[config.mk]
export PLATFORM = sky130hd
export DESIGN_NAME = pc_fetch_ctrl
export DESIGN_NICKNAME = d
export VERILOG_FILES = /design/src/rtl/pc_fetch_pkg.sv /design/src/rtl/fetch_hold_buf.sv /design/src/rtl/pc_fetch_ctrl.sv
export SDC_FILE = /design/constraint.sdc
export NUM_CORES = 1
export LEC_CHECK = 0
export BUFFER_PORTS_ARGS = -buffer_cell sky130_fd_sc_hd__buf_2
export CAP_MARGIN = 20
export CELL_PAD_IN_SITES_DETAIL_PLACEMENT = 1
export CELL_PAD_IN_SITES_GLOBAL_PLACEMENT = 1
export CORE_ASPECT_RATIO = 1.1
export CORE_MARGIN = 1.5
export CORE_UTILIZATION = 39
export CTS_BUF_LIST = sky130_fd_sc_hd__clkbuf_8
export DETAILED_ROUTE_END_ITERATION = 6
export PLACE_DENSITY_LB_ADDON = 0.1
export SYNTH_ARGS = -nofsm -noshare
export SYNTH_HDL_FRONTEND = slang
export SYNTH_HIERARCHICAL = 1
export SYNTH_SLANG_ARGS = --single-unit
[constraint.sdc]
create_clock -name clk -period 4.3 [get_ports clk]
set_input_delay 1.29 -clock clk [delete_from_list [all_inputs] [get_ports clk]]
set_output_delay 1.29 -clock clk [all_outputs]
set_load 0.005 [all_outputs]
[src/rtl/pc_fetch_pkg.sv]
// Shared types and helpers for the fetch-stage PC controller.
// Optional build macro used by the controller: PC_FETCH_MISALIGN_EN.
package pc_fetch_pkg;

  typedef enum logic [2:0] {
    StBoot  = 3'd0,
    StFetch = 3'd1,
    StWait  = 3'd2,
    StHold  = 3'd3,
    StDrain = 3'd4
  } fetch_state_e;

  localparam int unsigned INSTR_BYTES = 4;

  function automatic int unsigned clog2(input int unsigned value);
    int unsigned result;
    result = 0;
    for (int unsigned i = 0; i < 32; i++) begin
      if ((64'd1 << i) < 64'(value)) begin
        result = i + 1;
      end
    end
    return result;
  endfunction

  // A single boot cycle still needs a one-bit counter.
  function automatic int unsigned cnt_width(input int unsigned cycles);
    return (clog2(cycles) < 1) ? 1 : clog2(cycles);
  endfunction

endpackage

[src/rtl/fetch_hold_buf.sv]
// One-entry {instr, pc} buffer that parks a response while decode is stalled.
// Invalidate takes precedence over load and consume.
module fetch_hold_buf (
  input  logic        clk,
  input  logic        reset,
  input  logic        load_i,
  input  logic        consume_i,
  input  logic        invalidate_i,
  input  logic [31:0] load_instr_i,
  input  logic [31:0] load_pc_i,
  output logic        valid_o,
  output logic [31:0] instr_o,
  output logic [31:0] pc_o
);

  logic        valid_q;
  logic [31:0] instr_q;
  logic [31:0] pc_q;

  always_ff @(posedge clk or negedge reset) begin
    if (!reset) begin
      valid_q <= 1'b0;
      instr_q <= 32'h0;
      pc_q    <= 32'h0;
    end else if (invalidate_i) begin
      valid_q <= 1'b0;
    end else if (load_i) begin
      valid_q <= 1'b1;
      instr_q <= load_instr_i;
      pc_q    <= load_pc_i;
    end else if (consume_i) begin
      valid_q <= 1'b0;
    end
  end

  assign valid_o = valid_q;
  assign instr_o = instr_q;
  assign pc_o    = pc_q;

endmodule

[src/rtl/pc_fetch_ctrl.sv]
// Fetch-stage controller: boot sequencing, single-outstanding imem handshake, EX redirects.
// Define PC_FETCH_MISALIGN_EN to trap misaligned redirect targets to TRAP_VEC.
module pc_fetch_ctrl
  import pc_fetch_pkg::*;
#(
  parameter logic [31:0] RESET_VEC   = 32'h0000_0000,
  parameter logic [31:0] TRAP_VEC    = 32'h0000_0100,
  parameter int unsigned BOOT_CYCLES = 4
) (
  input  logic        clk,
  input  logic        reset,
  input  logic [31:0] pc_in,
  output logic [31:0] pc_next,
  output logic        stall_f,
  input  logic        stall_d,
  input  logic        redir_valid,
  input  logic [31:0] redir_target,
  output logic        flush_d,
  output logic        flush_e,
  output logic        imem_req,
  output logic [31:0] imem_addr,
  input  logic        imem_gnt,
  input  logic        imem_rvalid,
  input  logic [31:0] imem_rdata,
  output logic        if_valid,
  output logic [31:0] if_instr,
  output logic [31:0] if_pc,
  output logic        misalign_trap
);

  localparam int unsigned    CntW    = cnt_width(BOOT_CYCLES);
  localparam logic [CntW-1:0] CntLast = CntW'(BOOT_CYCLES - 1);

  fetch_state_e    state_q, state_d;
  logic [CntW-1:0] cnt_q, cnt_d;

  logic        redir_act;
  logic [31:0] redir_pc;
  logic        redir_trap;

  logic        buf_load;
  logic        buf_consume;
  logic        buf_valid;
  logic [31:0] buf_instr;
  logic [31:0] buf_pc;

  // Redirects arriving while the core is still booting are ignored.
  assign redir_act = redir_valid && (state_q != StBoot);
  assign imem_addr = pc_in;

`ifdef PC_FETCH_MISALIGN_EN
  assign redir_trap = (redir_target[1:0] != 2'b00);
  assign redir_pc   = redir_trap ? TRAP_VEC : redir_target;
`else
  logic unused_cfg;
  assign unused_cfg = ^{TRAP_VEC, redir_target[1:0]};
  assign redir_trap = 1'b0;
  assign redir_pc   = {redir_target[31:2], 2'b00};
`endif

  always_comb begin
    state_d       = state_q;
    cnt_d         = cnt_q;
    stall_f       = 1'b1;
    pc_next       = pc_in + INSTR_BYTES;
    flush_d       = 1'b0;
    flush_e       = 1'b0;
    imem_req      = 1'b0;
    if_valid      = 1'b0;
    if_instr      = 32'h0;
    if_pc         = 32'h0;
    misalign_trap = 1'b0;
    buf_load      = 1'b0;
    buf_consume   = 1'b0;

    unique case (state_q)
      StBoot: begin
        pc_next = RESET_VEC;
        cnt_d   = cnt_q + 1'b1;
        if (cnt_q == CntLast) begin
          stall_f = 1'b0;
          state_d = StFetch;
        end
      end
      StFetch: begin
        imem_req = !stall_d;
        if (!stall_d && imem_gnt) begin
          state_d = StWait;
        end
      end
      StWait: begin
        if (imem_rvalid) begin
          stall_f = 1'b0;
          if (stall_d) begin
            buf_load = 1'b1;
            state_d  = StHold;
          end else begin
            if_valid = 1'b1;
            if_instr = imem_rdata;
            if_pc    = pc_in;
            state_d  = StFetch;
          end
        end
      end
      StHold: begin
        if_valid = buf_valid;
        if_instr = buf_instr;
        if_pc    = buf_pc;
        if (!stall_d) begin
          buf_consume = 1'b1;
          state_d     = StFetch;
        end
      end
      StDrain: begin
        if (imem_rvalid) begin
          state_d = StFetch;
        end
      end
      default: begin
        state_d = StBoot;
      end
    endcase

    // Redirect overrides everything decided above for this cycle.
    if (redir_act) begin
      pc_next       = redir_pc;
      stall_f       = 1'b0;
      flush_d       = 1'b1;
      flush_e       = 1'b1;
      if_valid      = 1'b0;
      if_instr      = 32'h0;
      if_pc         = 32'h0;
      misalign_trap = redir_trap;
      buf_load      = 1'b0;
      buf_consume   = 1'b0;
      unique case (state_q)
        StFetch: state_d = (imem_req && imem_gnt) ? StDrain : StFetch;
        StWait:  state_d = imem_rvalid ? StFetch : StDrain;
        StHold:  state_d = StFetch;
        StDrain: state_d = imem_rvalid ? StFetch : StDrain;
        default: state_d = state_q;
      endcase
    end
  end

  always_ff @(posedge clk or negedge reset) begin
    if (!reset) begin
      state_q <= StBoot;
      cnt_q   <= '0;
    end else begin
      state_q <= state_d;
      cnt_q   <= cnt_d;
    end
  end

  fetch_hold_buf u_hold_buf (
    .clk          (clk),
    .reset        (reset),
    .load_i       (buf_load),
    .consume_i    (buf_consume),
    .invalidate_i (redir_act),
    .load_instr_i (imem_rdata),
    .load_pc_i    (pc_in),
    .valid_o      (buf_valid),
    .instr_o      (buf_instr),
    .pc_o         (buf_pc)
  );

endmodule
==> results of run 1 <==
area by class of cell:
type / count / share of cell area (%)
Tap cell: 161 / 3.17
Clock buffer: 9 / 1.95
Timing Repair Buffer: 247 / 20.7
Sequential cell: 70 / 27.5
Multi-Input combinational cell: 395 / 45.9
Clock inverter: 6 / 0.492
Inverter: 5 / 0.295
cell families (layout without fill, tap and decap cells):
logic type                 Yosys count  in the layout
xor gates and xnor gates            29             29
buffers and inverters               83            267
muxes                               67             67
other                                1              1
AOI/OAI and AO/OA                  132            132
DFF                                 70             70
adders and majority gates            2              2
and+or+nand+nor                    164            164
state kept, by name, indices dropped and copies added (netlist names):
name and count:
u_hold_buf/instr_o 32, u_hold_buf/pc_o 32, state_q 3, cnt_q 2, u_hold_buf/valid_o 1
stage by stage:
stage                     power (mW)  std cells  instance area [um2]  utilization (%)
after floorplan                 1.60        548                 5240                -
after global placement          1.93        878                 6200             47.1
after detailed placement        1.97        878                 6200             47.1
after CTS                       2.45        893                 6360             48.3
after global routing            2.60        893                 6360             48.3
final                           2.42        893                 6360             48.3
worst min-delay path, stage by stage, from the launching register on:
cell and delay [ns]:
dfrtp_1 0.35, nand2_1 0.05, nand2_1 0.05
per-layer routing:
| metal | vias to the layer above | share of wire [%] | wire [um] | global-route usage, % |
|---|---|---|---|---|
| met2 | 171 | 49 | 7850 | 38.9 |
| met3 | 22 | 5.3 | 845 | 3.55 |
| li1 | 2274 | - | - | - |
| met4 | 2 | 1.6 | 255 | 6.47 |
| met1 | 2404 | 44 | 6940 | 29.1 |
| met5 | - | 0.044 | 7 | 0 |
power by group:
group | leakage [nW] | internal (mW) | switching, mW | total [mW]
clock | 0.0858 | 0.200 | 0.262 | 0.462
combinational | 1.96 | 0.501 | 0.479 | 0.980
sequential | 0.956 | 0.840 | 0.138 | 0.978
worst max path at each step:
stage,end,slack [ns],cells past startpoint
floorplan,pc_next[30],0.62,7
global placement,pc_next[31],0.17,7
detailed placement,pc_next[31],0.12,7
CTS,pc_next[31],0.11,7
global route,pc_next[31],0.009,7
finish,pc_next[31],0.17,7
cell usage in the layout (no fill, tap or decap), drive strengths merged, types with 11 or more instances in the layout:
| cell | instances |
|---|---|
| nor2 | 85 |
| xnor2 | 25 |
| dfrtp | 70 |
| nand2 | 25 |
| a21oi | 32 |
| buf | 247 |
| nand3 | 11 |
| a22oi | 64 |
| mux2 | 65 |
| o21ai | 28 |
==> run summary, run 1 <==
STA
• maximum achievable frequency: 0.242 GHz
• Hold Vio Cnt, Final: 0
• setup ws final: 0.172 ns
• worst clock skew: 0.00798 ns
• Final setup violation count: 0
• Final Max Tran Viols: 0
• post-route clock period utilization: 96.0%
• remaining max-slew budget at the tightest pin: 38.0%
• pin slew with the least headroom to its limit: 0.930 ns
• final-layout setup total negative slack: 0 ns
• final period demand of the worst path: 4.13 ns
• Fin Hold WS: 0.483 ns
• unrepaired setup endpoints after global routing: false

Layout
• Multi-input gate area: 2920 um2
• Fillers: 1641
• sequential cell area: 1750 um2
• share of final-layout standard cells stronger than drive strength 1: 46.4%
• diodes inserted: 0
• area growth from synthesis to layout: 21.4%
• number of nets in the layout: 832

Flow run
• number of maximum-capacitance constraint violations: 0

Setup path
• Crit path largest cell delay: 0.40 ns
• Critical R2R Capture: u_hold_buf/instr_o[31]$_DFFE_PN0P_
• Worst path slowest cell: nor4_1
• launch point of the critical path: pc_in[6]
• crit path max fanout: 9
• critical path start-end classification: in2out
• category of cells accounting for the largest share of critical-path delay: simple AND/OR/NAND/NOR gates
• signal arrival time at the worst endpoint: 2.84 ns
• cell-by-cell trace of the critical path: buf_2, and4_1, nand2_2, nor4_1, xnor2_1, a21oi_1, buf_2
• critical path's most frequent cell: buf_2
• sort of element at the start of the critical path: input pin
• buffer and inverter count on the worst path: 2
• slack of the worst reg-to-reg path: 1.87 ns
• FF-to-FF path depth: 5
• crit end category: output pin
• start of the worst register-to-register path: state_q[1]$_DFFE_PN0P_
• Worst Path Required: 3.01 ns

Placed design
• port buffer count: 232
• estimated wirelength of the detail-placed design: 11100 um
• gp weighted congestion: 0.849
• minimum setup slack after placement: 0.124 ns

Logic synthesis
• cell types occupying the most area after synthesis: dfrtp_1 (33%), mux2_4 (17%), a22oi_1 (9.2%)
• async set or reset register ratio after synthesis: 100%
• #FFs+latches synth: 70
• post-synthesis cell type with the largest combined area: dfrtp_1
• simple-gate share of the synthesized area: 15.4%
• arithmetic-cell share of the synthesized area counting full adders, half adders and majority gates: 0.478%
• prevailing post-synth register cell: dfrtp_1
• YS warnings: 6
• mean instance size in the synthesized netlist: 9.56 um2
• number of enable flip-flop cells after synthesis: 0
• ranking of synthesized cells by instance count: nor2_1 (85), dfrtp_1 (70), a22oi_1 (64)
• largest family of logic cells by synthesized area: multiplexers
• Synth Net Count: 652
• dominant cell by count in the synthesized netlist: nor2_1
• Mapped Area: 5240 um2
• Post-Syn Instances: 548
• synthesized-area fraction occupied by xor and xnor cells: 4.85%
• share of Yosys cell area claimed by the top area cell type: 33.4%
• Compound-Gate Fraction of Synth Area: 16.1%
• multiplexer share of the synthesized area: 18.7%
• sequential area share after synthesis: 33.4%
• count of cell types in the netlist: 50

Pwr
• Worst IR Drop VDD: 163 uV
• reported leakage power: 3.00 nW
• P per Cell Area: 381 nW/um2

Worst hold path
• endpoint of the worst hold-timing path: cnt_q[1]$_DFFE_PN0N_
• WHS Path Cells: 2
• classification of the worst-slack hold path: reg2reg
• hold path startpoint: cnt_q[1]$_DFFE_PN0N_

Drt
• Routed WL: 15900 um
• Routed WL per cell: 17.8 um
• via count of the routed design: 4873
• remaining routing DRC violations: 0
• first drt pass iteration count: 4
• antenna-violating nets left: 0
• Iter 0 DRT Violations: 180
• vias per std cell: 5.46

Floorplan
• die width: 113 um
• Row Count: 44
• effective utilization at floorplan: 39.8%
• vertical die dimension: 125 um
• I/O pin count: 236
• CORE AREA: 13200 um2
• die area: 14100 um2

Clock network
• clock slew seen by the registers of the worst setup and hold paths: 0.08 ns
• buffer levels on the longest clock path: 2
• PostCTS Resize Cnt: 0
• total number of H-tree levels: 3
• clock tree from TritonCTS: done
• root buffer cell: clkbuf_8
• number of hold buffers added after CTS: 0
• post-CTS setup buffer count: 0
• count of clock tree sinks: 70
• Inserted Clock Buffers: 9
• insertion delay to the later sink of the worst-skew pair: 0.35 ns

GRT
• number of global-route vias before repair: 4942
• pin count of the biggest net entering global routing: 71
• global-route wire length before repair: 25800 um
• initial antenna violation count: 1
• grt ovf: 0
• GRT Resource Usage Total: 22.6%

Run status
• status: completed

Note: power is estimated with default switching activity, not from simulation.
==> run 2: changes to the inputs <==
CORE_UTILIZATION = 38   (was 39)
==> run 2 against run 1 <==
  * Fmax grew 0.14%
  * Register-to-register slack lost 0.15 ns
  * Global-route usage shrank 0.45 points
==> run summary, run 2 (same netlist as run 1, synthesis figures left out) <==
Layout
• Fillers: 1631, was 1641
• final core utilization: 48.6%, was 48.3%
• area growth from synthesis to layout: 23.7%, was 21.4%
• leading cell type in the layout, fill and taps excluded: buf_2, unchanged
• commonest cells after routing, fill and taps aside: buf_2 (231), nor2_1 (85), dfrtp_1 (70), a22oi_1 (64), mux2_4 (60), unchanged
• sequential cell area: 1750 um2, unchanged
• number of nets in the layout: 834, was 832
• Multi-input gate area: 2920 um2, about the same
• share of final-layout standard cells stronger than drive strength 1: 46.9%, was 46.4%
• diodes inserted: 0, unchanged

Floorplan
• vertical die dimension: 126 um, was 125 um
• Row Count: 44, unchanged
• die width: 115 um, was 113 um
• CORE AREA: 13300 um2, was 13200 um2
• effective utilization at floorplan: 39.3%, was 39.8%
• die area: 14500 um2, was 14100 um2
• I/O pin count: 236, unchanged

Setup path
• signal arrival time at the worst endpoint: 2.83 ns, was 2.84 ns
• critical path start-end classification: in2out, unchanged
• crit end category: output pin, unchanged
• crit path max fanout: 8, was 9
• Worst Path Required: 3.01 ns, about the same
• sort of element at the start of the critical path: input pin, unchanged

STA
• final-layout setup total negative slack: 0 ns, unchanged
• Final Max Tran Viols: 0, unchanged
• Final setup violation count: 0, unchanged
• maximum achievable frequency: 0.243 GHz, was 0.242 GHz
• Hold Vio Cnt, Final: 0, unchanged
• unrepaired setup endpoints after global routing: false, unchanged
• post-route clock period utilization: 95.9%, was 96.0%
• pin slew with the least headroom to its limit: 0.932 ns, was 0.930 ns
• final period demand of the worst path: 4.12 ns, was 4.13 ns
• worst clock skew: 0.00465 ns, was 0.00798 ns
• remaining max-slew budget at the tightest pin: 37.9%, was 38.0%

Drt
• remaining routing DRC violations: 0, unchanged
• Iter 0 DRT Violations: 231, was 180
• antenna-violating nets left: 0, unchanged
• top routing layer in use: met4, was met5
• via count of the routed design: 4826, was 4873
• wire length on met1: 7050 um, was 6940 um
• first drt pass iteration count: 4, unchanged
• Detail Route met2 WL: 7990 um, was 7850 um
• Routed WL per cell: 17.5 um, was 17.8 um
• vias per std cell: 5.25, was 5.46
• Routed WL: 16000 um, was 15900 um
• metal3 WL: 830 um, was 845 um

Clock network
• clock slew seen by the registers of the worst setup and hold paths: 0.08 ns, about the same
• root buffer cell: clkbuf_8, unchanged
• Inserted Clock Buffers: 9, unchanged
• post-CTS setup buffer count: 0, unchanged
• count of clock tree sinks: 70, unchanged
• total number of H-tree levels: 3, unchanged
• clock tree from TritonCTS: done, unchanged
• insertion delay to the later sink of the worst-skew pair: 0.36 ns, was 0.35 ns
• buffer levels on the longest clock path: 2, unchanged

Run status
• status: completed, unchanged

Worst hold path
• classification of the worst-slack hold path: reg2reg, unchanged

Pwr
• Worst IR Drop VDD: 115 uV, was 163 uV
• reported leakage power: 3.03 nW, was 3.00 nW
• P per Cell Area: 396 nW/um2, was 381 nW/um2

GRT
• pin count of the biggest net entering global routing: 71, unchanged
• number of global-route vias before repair: 4949, was 4942
• initial antenna violation count: 0, was 1
• GRT Resource Usage Total: 22.1%, was 22.6%
• global-route wire length before repair: 25600 um, was 25800 um
• grt ovf: 0, unchanged

Placed design
• gp weighted congestion: 0.807, was 0.849
• port buffer count: 232, unchanged
• estimated wirelength of the detail-placed design: 11200 um, was 11100 um

Flow run
• number of maximum-capacitance constraint violations: 0, unchanged

## run 2: cell count changes in the layout (fill, tap and decap cells not counted), sizes merged
cell / change
inv: -1
buf: +2
clkinvlp: +1
clkbuf: +1
bufinv: +2
clkinv: -2
## run 2: final cells by class
cell class	count	share of cell area [%]
tap	184	3.55
clock buffer	10	2.13
timing repair buffer	249	20.5
multi-input combinational	395	45.2
sequential	70	27.0
inverter	5	0.290
clock inverter	6	1.31
## run 2: stage by stage
step	worst slack [ns]	power [mW]	hold slack (ns)	cell area, um2	instances
after floorplan	0.622	1.60	0.450	5240	548
after global placement	0.182	1.94	0.467	6250	903
after detailed placement	0.122	1.97	0.476	6250	903
after CTS	0.109	2.60	0.492	6470	919
after global routing	0.0427	2.76	0.522	6480	919
final	0.178	2.57	0.488	6480	919
## run 2: metal layers
layer	track usage, %	vias to the layer above
met5	0	-
met4	5.59	0
met3	3.95	13
met2	39.1	163
met1	27.6	2376
li1	-	2274
## run 2: final timing paths
path                       slack, ns                    from  cells past startpoint                            endpoint
max                             0.18               pc_in[17]                      7                         pc_next[29]
min                             0.49    cnt_q[0]$_DFFE_PN0N_                      1                cnt_q[0]$_DFFE_PN0N_
max reg2reg                     1.72  state_q[1]$_DFFE_PN0P_                      5     u_hold_buf/pc_o[18]$_DFFE_PN0P_
min reg2reg                     0.49    cnt_q[0]$_DFFE_PN0N_                      1                cnt_q[0]$_DFFE_PN0N_
max in group asynchronous       2.64                   reset                      1     u_hold_buf/pc_o[21]$_DFFE_PN0P_
min in group asynchronous       1.07                   reset                      1  u_hold_buf/instr_o[26]$_DFFE_PN0P_
## run 2: critical path: stages
cell and delay, ns:
buf_2 0.18, and4_1 0.35, nand2_2 0.18, nor4_1 0.39, xnor2_1 0.12, a21oi_1 0.16
buf_2 0.16
## run 2: timing repair
item | in CTS | in global routing
endpoints found under the setup margin | 0 | 1
hold buffers | 0 | 0
resized for setup | 0 | 1
## run 2: where the power goes
part           switching, mW  leakage (nW)  internal [mW]
Clock                  0.271         0.108          0.340
Combinational          0.475          1.97          0.502
Sequential             0.138         0.956          0.840
Total                  0.884          3.03           1.68
==> run 3: changes to the inputs <==
CORE_UTILIZATION = 39   (was 38)
GPL_TIMING_DRIVEN = 0   (was default)
==> run 3 against run 2 <==
  * Utilization grew 3.9 points
  * First-iteration DRC count shrank 19%
  * Sequential cell count is the same
  * Wire length grew 7.7%
  * Combinational power grew 11%
==> run summary, run 3 (same netlist as run 1, synthesis figures left out) <==
Setup path
• category of cells accounting for the largest share of critical-path delay: simple AND/OR/NAND/NOR gates, unchanged
• cell-by-cell trace of the critical path: buf_2, and4_1, buf_4, nand2_2, nor4_1, xnor2_1, a21oi_1, buf_2, was buf_2, and4_1, nand2_2, nor4_1, xnor2_1, a21oi_1, buf_2
• Worst path slowest cell: nor4_1, unchanged
• crit path max fanout: 9, was 8
• last element of the critical path: pc_next[31], was pc_next[29]
• Worst Path Required: 3.01 ns, about the same
• sort of element at the start of the critical path: input pin, unchanged
• buffer and inverter count on the worst path: 3, was 2
• launch point of the critical path: pc_in[5], was pc_in[17]
• critical path's most frequent cell: buf_2, unchanged
• cell depth of the worst setup path: 8, was 7
• Critical R2R Capture: u_hold_buf/pc_o[31]$_DFFE_PN0P_, was u_hold_buf/pc_o[18]$_DFFE_PN0P_
• Crit path largest cell delay: 0.42 ns, was 0.39 ns
• slack of the worst reg-to-reg path: 2.08 ns, was 1.72 ns
• crit end category: output pin, unchanged
• start of the worst register-to-register path: state_q[2]$_DFFE_PN0P_, was state_q[1]$_DFFE_PN0P_
• signal arrival time at the worst endpoint: 2.87 ns, was 2.83 ns
• critical path start-end classification: in2out, unchanged
• FF-to-FF path depth: 7, was 5

Floorplan
• vertical die dimension: 125 um, was 126 um
• CORE AREA: 13200 um2, was 13300 um2
• I/O pin count: 236, unchanged
• die width: 113 um, was 115 um
• Row Count: 44, unchanged
• effective utilization at floorplan: 39.8%, was 39.3%
• die area: 14100 um2, was 14500 um2

GRT
• busiest grt layer: met2, unchanged
• GRT Resource Usage Total: 24.9%, was 22.1%
• met1 global-route usage: 30.8%, was 27.6%
• global-route wire length before repair: 28000 um, was 25600 um
• pin count of the biggest net entering global routing: 54, was 71
• M3 GR Usage: 5.11%, was 3.95%
• grt ovf: 0, unchanged
• met2 GRT Util: 43.4%, was 39.1%
• initial antenna violation count: 2, was 0
• number of global-route vias before repair: 5304, was 4949

Layout
• Fillers: 1608, was 1631
• share of final-layout standard cells stronger than drive strength 1: 47.7%, was 46.9%
• final core utilization: 52.5%, was 48.6%
• number of nets in the layout: 897, was 834
• Finished Layout Cells: 960, was 919
• final non-filler cell area: 6910 um2, was 6480 um2
• sequential cell area: 1750 um2, unchanged
• leading cell type in the layout, fill and taps excluded: buf_2, unchanged
• area growth from synthesis to layout: 31.9%, was 23.7%
• commonest cells after routing, fill and taps aside: buf_2 (241), nor2_1 (85), dfrtp_1 (70), a22oi_1 (64), mux2_4 (60), was buf_2 (231), nor2_1 (85), dfrtp_1 (70), a22oi_1 (64), mux2_4 (60)
• Multi-input gate area: 2920 um2, about the same

Drt
• via count of the routed design: 5058, was 4826
• vias per std cell: 5.27, was 5.25
• remaining routing DRC violations: 0, unchanged
• Routed WL: 17300 um, was 16000 um
• Iter 0 DRT Violations: 188, was 231
• antenna-violating nets left: 0, unchanged
• first drt pass iteration count: 4, unchanged
• Routed WL per cell: 18.0 um, was 17.5 um

Placed design
• cell area after placement: 6640 um2, was 6250 um2
• number of cells in the design after placement: 943, was 903
• gp weighted congestion: 0.805, was 0.807
• minimum setup slack after placement: 0.0586 ns, was 0.122 ns
• port buffer count: 232, unchanged
• estimated wirelength of the detail-placed design: 13000 um, was 11200 um

STA
• maximum achievable frequency: 0.240 GHz, was 0.243 GHz
• post-route clock period utilization: 96.9%, was 95.9%
• Final Max Tran Viols: 0, unchanged
• final period demand of the worst path: 4.16 ns, was 4.12 ns
• worst clock skew: 0.0113 ns, was 0.00465 ns
• pin slew with the least headroom to its limit: 0.550 ns, was 0.932 ns
• remaining max-slew budget at the tightest pin: 63.3%, was 37.9%
• Final setup violation count: 0, unchanged
• setup ws final: 0.135 ns, was 0.178 ns
• unrepaired setup endpoints after global routing: false, unchanged
• Fin Hold WS: 0.492 ns, was 0.488 ns
• Hold Vio Cnt, Final: 0, unchanged
• final-layout setup total negative slack: 0 ns, unchanged

Clock network
• count of clock tree sinks: 70, unchanged
• total number of H-tree levels: 3, unchanged
• number of hold buffers added after CTS: 0, unchanged
• PostCTS Resize Cnt: 0, unchanged
• buffer levels on the longest clock path: 2, unchanged
• clock tree from TritonCTS: done, unchanged
• post-CTS setup buffer count: 0, unchanged
• Inserted Clock Buffers: 9, unchanged
• root buffer cell: clkbuf_8, unchanged
• insertion delay to the later sink of the worst-skew pair: 0.37 ns, was 0.36 ns
• clock slew seen by the registers of the worst setup and hold paths: 0.07 ns, was 0.08 ns

Pwr
• Worst IR Drop VDD: 174 uV, was 115 uV
• power consumption: 2.75 mW, was 2.57 mW
• P per Cell Area: 398 nW/um2, was 396 nW/um2
• reported leakage power: 3.30 nW, was 3.03 nW

Worst hold path
• classification of the worst-slack hold path: reg2reg, unchanged

Flow run
• number of maximum-capacitance constraint violations: 0, unchanged

Run status
• status: completed, unchanged

## run 3: layout make-up
type	instances	share of cell area (%)
flip-flops and latches	70	25.3
diodes	1	0.0362
inverters	5	0.272
well taps	161	2.92
clock inverters	7	1.99
repair buffers	234	17.3
plain buffers	78	8.09
multi-input cells	395	42.2
clock buffers	9	1.79
## run 3: where the power goes
part / internal, mW / leakage (nW) / switching [mW]
registers: 0.841 / 0.956 / 0.116
clock network: 0.442 / 0.135 / 0.277
logic: 0.537 / 2.21 / 0.539
## run 3: how the worst min path moves through the flow
stage,start,cells after the start,end,slack (ns)
finish,cnt_q[0]$_DFFE_PN0N_,1,cnt_q[0]$_DFFE_PN0N_,0.49
global route,cnt_q[0]$_DFFE_PN0N_,1,cnt_q[0]$_DFFE_PN0N_,0.52
CTS,cnt_q[0]$_DFFE_PN0N_,1,cnt_q[0]$_DFFE_PN0N_,0.49
detailed placement,cnt_q[0]$_DFFE_PN0N_,1,cnt_q[0]$_DFFE_PN0N_,0.48
global placement,cnt_q[1]$_DFFE_PN0N_,2,cnt_q[1]$_DFFE_PN0N_,0.46
floorplan,cnt_q[1]$_DFFE_PN0N_,2,cnt_q[1]$_DFFE_PN0N_,0.45
## run 3: layer usage
layer,part of all wire (%),routed length [um],vias up
met4,1.9,334,2
li1,-,-,2399
met5,0.041,7,-
met3,4.7,807,23
met2,50,8710,150
met1,43,7410,2484
